<file path="src/rtl/ppu_line_writer.sv">
// ppu_line_writer: maps BG FIFO colour indices through BGP into a 160x144 frame buffer, pads short lines, flags frame end; PPU_LW_DBUF_EN adds a second bank.
module ppu_line_writer #(
    parameter int         LCD_W     = 160,
    parameter int         LCD_H     = 144,
    parameter logic [1:0] PAD_SHADE = 2'b00
) (
    input  logic        clk,
    input  logic        rst,
    input  logic [1:0]  i_px_in,
    input  logic        i_px_valid,
    input  logic [1:0]  i_ppu_mode,
    input  logic [7:0]  i_ly,
    input  logic [7:0]  i_bgp,
    input  logic        i_lcd_en,
    output logic        o_fb_we,
`ifdef PPU_LW_DBUF_EN
    output logic [15:0] o_fb_addr,
`else
    output logic [14:0] o_fb_addr,
`endif
    output logic [1:0]  o_fb_data,
    output logic        o_frame_done,
    output logic        o_line_ovf,
    output logic        o_disp_bank
);
    localparam logic [7:0] W8 = 8'(LCD_W);
    localparam logic [7:0] H8 = 8'(LCD_H);

    typedef enum logic [1:0] {IDLE, ACTIVE, PAD, DONE} state_t;

    state_t                      r_state;
    logic [1:0]                  r_prev_mode;
    logic [7:0]                  r_x;
    logic [14:0]                 r_row_base;
    logic                        r_armed, r_we, r_done, r_ovf, r_bank;
    logic [$bits(o_fb_addr)-1:0] r_addr;
    logic [1:0]                  r_data;
    logic                        w_draw, w_start, w_px_wr, w_pad_wr, w_fd;
    logic [14:0]                 w_lin;
    logic [$bits(o_fb_addr)-1:0] w_wr_addr;

    assign w_draw   = i_ppu_mode == 2'd3;
    assign w_start  = w_draw && r_prev_mode != 2'd3 && i_ly < H8;
    assign w_px_wr  = r_state == ACTIVE && w_draw && i_px_valid;
    assign w_pad_wr = r_state == PAD;
    // Hold frame_done back while a line is still being written so the last write always leads it
    assign w_fd     = r_armed && i_ly >= H8 && (r_state == IDLE || r_state == DONE);
    assign w_lin    = r_row_base + {7'd0, r_x};
`ifdef PPU_LW_DBUF_EN
    assign w_wr_addr   = {~r_bank, w_lin};
    assign o_disp_bank = r_bank;
`else
    assign w_wr_addr   = w_lin;
    assign o_disp_bank = 1'b0;
`endif

    always_ff @(posedge clk) begin
        if (rst) begin
            r_state     <= IDLE;
            r_prev_mode <= 2'd0;
            r_x         <= 8'd0;
            r_row_base  <= 15'd0;
            r_armed     <= 1'b1;
            r_we        <= 1'b0;
            r_done      <= 1'b0;
            r_ovf       <= 1'b0;
            r_bank      <= 1'b0;
            r_addr      <= '0;
            r_data      <= 2'd0;
        end else begin
            r_prev_mode <= i_ppu_mode;
            r_we        <= 1'b0;
            r_done      <= 1'b0;
            if (!i_lcd_en) begin
                r_state <= IDLE;
                r_armed <= 1'b1;
            end else begin
                case (r_state)
                    IDLE: if (w_start) begin
                        r_state    <= ACTIVE;
                        r_x        <= 8'd0;
                        r_row_base <= ({7'd0, i_ly} << 7) + ({7'd0, i_ly} << 5);
                    end
                    ACTIVE: if (!w_draw) r_state <= PAD;
                    else if (i_px_valid) begin
                        r_x     <= r_x + 8'd1;
                        r_state <= r_x == W8 - 8'd1 ? DONE : ACTIVE;
                    end
                    PAD: begin
                        r_x     <= r_x + 8'd1;
                        r_state <= r_x == W8 - 8'd1 ? DONE : PAD;
                    end
                    DONE: if (!w_draw) r_state <= IDLE;
                    else if (i_px_valid) r_ovf <= 1'b1;
                endcase
                if (w_px_wr || w_pad_wr) begin
                    r_we   <= 1'b1;
                    r_addr <= w_wr_addr;
                    r_data <= w_pad_wr ? PAD_SHADE : i_bgp[{i_px_in, 1'b0} +: 2];
                end
                if (w_fd) begin
                    r_done  <= 1'b1;
                    r_armed <= 1'b0;
                    r_bank  <= ~r_bank;
                end
            end
            if (i_ly == 8'd0) begin
                r_armed <= 1'b1;
                r_ovf   <= 1'b0;
            end
        end
    end

    assign o_fb_we      = r_we;
    assign o_fb_addr    = r_addr;
    assign o_fb_data    = r_data;
    assign o_frame_done = r_done;
    assign o_line_ovf   = r_ovf;
endmodule

</file>
<file path="config.mk">
export PLATFORM = sky130hd
export DESIGN_NAME = ppu_line_writer
export DESIGN_NICKNAME = d
export VERILOG_FILES = /design/src/rtl/ppu_line_writer.sv
export SDC_FILE = /design/constraint.sdc
export NUM_CORES = 1
export LEC_CHECK = 0
export BUFFER_PORTS_ARGS = -buffer_cell sky130_fd_sc_hd__buf_4
export CAP_MARGIN = 15
export CORE_AREA = 2 2 72 74
export CTS_CLUSTER_DIAMETER = 150
export DETAILED_ROUTE_END_ITERATION = 8
export DIE_AREA = 0 0 74 76
export PLACE_DENSITY = 0.71
export SLEW_MARGIN = 30
export SYNTH_ARGS = -nofsm -noshare
export SYNTH_HDL_FRONTEND = slang
export SYNTH_SLANG_ARGS = --single-unit
export TNS_END_PERCENT = 1
</file>
<file path="constraint.sdc">
create_clock -name clk -period 1.7 [get_ports clk]
set_input_delay 0.34 -clock clk [delete_from_list [all_inputs] [get_ports clk]]
set_output_delay 0.34 -clock clk [all_outputs]
set_load 0.02 [all_outputs]
</file>
# After elaboration in Yosys (flattened, before gate mapping)
# Index checks and enable logic that the tools add are counted.
# Widths: inputs -> output; s select.
classes:
  addsub: 3
  order_cmp: 2
  eq_ne: 11
  shifts: 1
  mux: 14
  bitwise_logic: 1
  reduce_logical: 19
op_table:
  columns: ["operator", "n"]
  rows:
  - ["$mux 8", 3]
  - ["$pmux 8 s3", 1]
  - ["$add 15x13->15", 1]
  - ["$add 15x8->15", 1]
  - ["$mux 2", 6]
  - ["$ne 2x2->1 const B", 5]
  - ["$add 8x1->8 const B", 1]
  - ["$eq 8x8->1 const B", 1]
  - ["$ge 8x8->1 const B", 1]
  - ["$logic_not 8->1", 1]
  - ["$lt 8x8->1 const B", 1]
  - ["$pmux 2 s4", 1]
  - ["$shiftx 8x4->2", 1]
  - ["$eq 2x2->1 const B", 3]
  - ["$logic_and 1x1->1", 6]
  - ["$reduce_and 3->1", 2]
  - ["$reduce_and 5->1", 1]
  - ["$reduce_and 4->1", 1]
  - ["$reduce_or 2->1", 2]
  - ["$mux 1", 3]
  - ["$ne 3x3->1 const B", 1]
  - ["$reduce_bool 3->1", 1]
  - ["$reduce_or 3->1", 1]
  - ["$eq 2x1->1 const B", 1]
  - ["4 further kinds", 5]
word_totals:
  regBits: 48
  inputBits: 24
  output_inout_bits: 21
  wordCells: 61

# Depth between registers and ports, before layout
logic_depth:
  ltp_word: 5
  ltp_mapped: 8

# Least setup slack after synthesis
# OpenSTA, ideal clock, no wires.
synth_timing:
  path_type: "register to register"
  startpoint: "register r_x[5]"
  endpoint: "register r_addr[13], in the netlist o_fb_addr[13]"
  arrival_ps: 1658
  path_slack_ps: -43
  path_stages_with_launch: 9
  n_path_buf: 0
  path_cell_list: "dfxtp_1 -> ha_1 -> inv_1 -> fa_1 -> nor2b_1 -> nor2_1 -> nor3b_1 -> xnor2_1 -> a211oi_1"
synth_between:
  elab_chain_len: 1
synth_lines:
  columns: ["item", "line", "source"]
  rows:
  - ["from (decl)", "33", "logic [7:0] r_x;"]
  - ["from (signal assigned)", "86", "r_x <= r_x + 8'd1;"]
  - ["from (signal assigned)", "90", "r_x <= r_x + 8'd1;"]
  - ["$add 15x8->15", "48", "assign w_lin = r_row_base + {7'd0, r_x};"]
  - ["to (signal assigned)", "98", "r_addr <= w_wr_addr;"]
  - ["to (decl)", "36", "logic [$bits(o_fb_addr)-1:0] r_addr;"]
# No other way between the ends.
# A chain may end at the register's enable or synchronous reset.

# Worst setup path after layout
# Ends and elaborated chain as after synthesis.

==> metrics.yaml <==
first_global_vias: 2123
cts_inserted_buffers: 5
drtAntennaViolNets: 0
crit_path_cell_trace: "ha_1, inv_1, fa_2, nor2b_4, nor2_1, nor3b_2, xnor2_1, a211oi_1"
io_pins: 45
setup.worst_path.end_class: "flop"
critPathSlowestCell: "fa_2"
routed-via-count: 2194
hold_path.class: "in -> reg"
finalSetupTns_ps: 0
netlist_area_mm2: 0.00236
clkSinkCount: 43
cp.buffers_inverters: 1
die_y_um: 76
crit_start: "r_x[5]$_SDFFE_PP0P_"
row_count: 26
p_clk_share_pct: 41.4
p_int_uw: 1760
dr.pass1.iters: 4
die_area_mm2: 0.00562
coreArea_mm2: 0.00491
postSynth.asyncResetShare_pct: 0
htree_levels: 2
place.detailed.hpwl_mm: 4.08
power_frac_comb_pct: 12.7
globalplace.congestion: 0.891
ff2ff_path_depth: 8
path_max_fanout: 3
routed_wl_mm: 5.43
cts_buffer_depth: 2
clk_latency_ps: 300
synth.largest_area_cell: "dfxtp_1"
synth-seq-cells: 43
critical_path_class: "reg -> reg"
synth.area.top_cells: "dfxtp_1, ha_1, a21oi_1"
setup_violations: 0
power.density_mw_per_mm2: 703
cp-endpoint: "o_fb_addr[13]$_SDFFE_PP0P_"
grt_max_degree: 38
mostFrequentLayoutCells: "buf_4, dfxtp_1, nand2_1"
antenna_found_initial: 0
grt.total_usage_pct: 20.8
reg2reg_from: "r_x[5]$_SDFFE_PP0P_"
place.port_buffers: 43
seq_area_frac_synth_pct: 36.5
p_sw_share_pct: 21.9
cts_hold_buf: 0
fin_nets: 391
regToRegSetupSlack_ps: 20
switching_power_uw: 493
path_clk_slew_ps: 80
finalPower_uw: 2250
crit-reg2reg-capture: "o_fb_addr[13]$_SDFFE_PP0P_"
synth_top_area_share_pct: 36.5
post-route-util_pct: 65.1
critical_path_required_ps: 1920
synth_cell_types: 52
maxCapViolations: 0
layout_commonest_cell: "buf_4"
synthFlopType: "dfxtp_1"
start_util_pct: 48.0
power_frac_seq_pct: 45.9
irDropWorstVdd_mv: 0.347
cts_root_buffer: "clkbuf_8"
status: "completed"
crit_family: "adder cells"
synthCells: 278
yosysWarnings: 0
drc: 0
vias_per_cell: 5.21
synth_nets: 319
fin_skew_ps: 7.43
area_delta_synth_final_pct: 35.6
synth-edff-count: 0
finalMaxSlewViolations: 0
globalRouteOverflowTotal: 0
final_hold_viol_count: 0
period_minus_slack_ps: 1680
grt_pass1_wl_mm: 9.41
syn_avg_cell_area_um2: 8.48
max_clock_freq_ghz: 0.596
p_leak_uw: 0.00127
layout-drive-gt1-share_pct: 31.9
arrival_ps: 1890
die_w_um: 74
path_depth: 8
wl_per_cell_um: 12.9
min_period_over_period_pct: 98.7
hold_slack_ps: 286
n_antenna_cell: 0
drtIter0Drc: 86
cts_tree: "yes"
rsz0062_at_grt: "true"
cp_slowest_stage_delay_ps: 370
crit_path_start_kind: "flop"
==> layer usage <==
layer | part of all wire, % | GRT usage (%) | up-vias
met5 | 0 | 0 | -
met4 | 2.7 | 8.00 | 0
met3 | 4.2 | 5.82 | 13
met2 | 47 | 33.3 | 44
met1 | 46 | 26.1 | 1003
li1 | - | - | 1134
==> worst min path at each step <==
stage | startpoint | to | slack (ps) | cells after the start
6_report | i_ppu_mode[1] | r_prev_mode[1]$_SDFF_PP0_ | 290 | 2
5_1_grt | i_ppu_mode[1] | r_prev_mode[1]$_SDFF_PP0_ | 300 | 2
4_1_cts | i_ppu_mode[1] | r_prev_mode[1]$_SDFF_PP0_ | 280 | 2
3_5_place_dp | r_armed$_SDFFE_PP1P_ | o_frame_done$_SDFF_PP0_ | 440 | 2
3_3_place_gp | r_armed$_SDFFE_PP1P_ | o_frame_done$_SDFF_PP0_ | 420 | 2
2_1_floorplan | r_armed$_SDFFE_PP1P_ | o_frame_done$_SDFF_PP0_ | 410 | 2
==> cells in the mapped netlist, types with 2 or more instances <==
cell type,count
a21o_1,2
inv_1,12
nand4_1,3
a211oi_1,7
o21ai_1,3
nor2b_1,10
fa_1,2
or3_1,5
xor2_1,2
nand3b_1,6
xnor2_1,5
nand2_1,35
and2_1,2
a21oi_1,29
mux4_2,2
a311oi_1,3
buf_2,4
nor3b_1,2
clkbuf_1,8
dfxtp_1,43
and3_1,2
or2_2,3
nor3_1,6
nor2_1,19
o31ai_1,3
o21ai_0,10
nand2b_1,4
ha_1,15
or4_1,4
nand3_1,5
==> area by class of cell <==
cell class / instances / area (um^2)
Fill cell: 444 / 1710
Multi-Input combinational cell: 210 / 1450
Sequential cell: 43 / 867
Timing Repair Buffer: 78 / 612
Tap cell: 70 / 87.6
Clock buffer: 6 / 72.6
Clock inverter: 2 / 60.1
Inverter: 12 / 50.0
==> cell families (layout without fill, tap and decap cells) <==
logic type               after synthesis  in the layout  synth area share [%]
multiplexers                           4              4                  2.81
AO/OA/AOI/OAI                         68             68                  18.5
buffers and inverters                 25             98                  4.35
flip-flops                            43             43                  36.5
adder cells (fa/ha/maj)               17             17                  9.66
other                                  1              1                 0.159
XOR/XNOR                               7              7                  2.60
AND/OR/NAND/NOR                      113            113                  25.4
==> power by group through the flow <==
| stage | combinational, uW | sequential (uW) | clock [uW] |
|---|---|---|---|
| floorplan | 150 | 1050 | 0 |
| detailed placement | 280 | 1050 | 0 |
| global route | 319 | 1030 | 993 |
| CTS | 282 | 1030 | 945 |
| finish | 287 | 1030 | 931 |
| global placement | 274 | 1050 | 0 |
==> registers in the layout, summed over array words and instances (netlist names), named ones only <==
| register | count |
|---|---|
| r_x | 8 |
| o_line_ovf | 1 |
| r_armed | 1 |
| o_fb_addr | 15 |
| r_state | 1 |
| o_fb_data | 2 |
| r_prev_mode | 2 |
| r_row_base | 10 |
| o_fb_we | 1 |
| o_frame_done | 1 |
==> metrics by stage <==
stage / setup WS (ps) / cells / area [um^2]
floorplan: 47.8 / 278 / 2370
global placement: -106 / 411 / 2990
detailed placement: -159 / 411 / 2990
CTS: 0.736 / 419 / 3140
global route: -91.2 / 421 / 3200
finish: 22.5 / 421 / 3200
==> repair_timing <==
action / CTS / global route
resized for setup: 6 / 15
endpoints found under the setup margin: 8 / 32
gates cloned: 0 / 1
pin swaps: 1 / 2
buffers inserted: 0 / 1
Note: power is estimated with default switching activity, not from simulation.
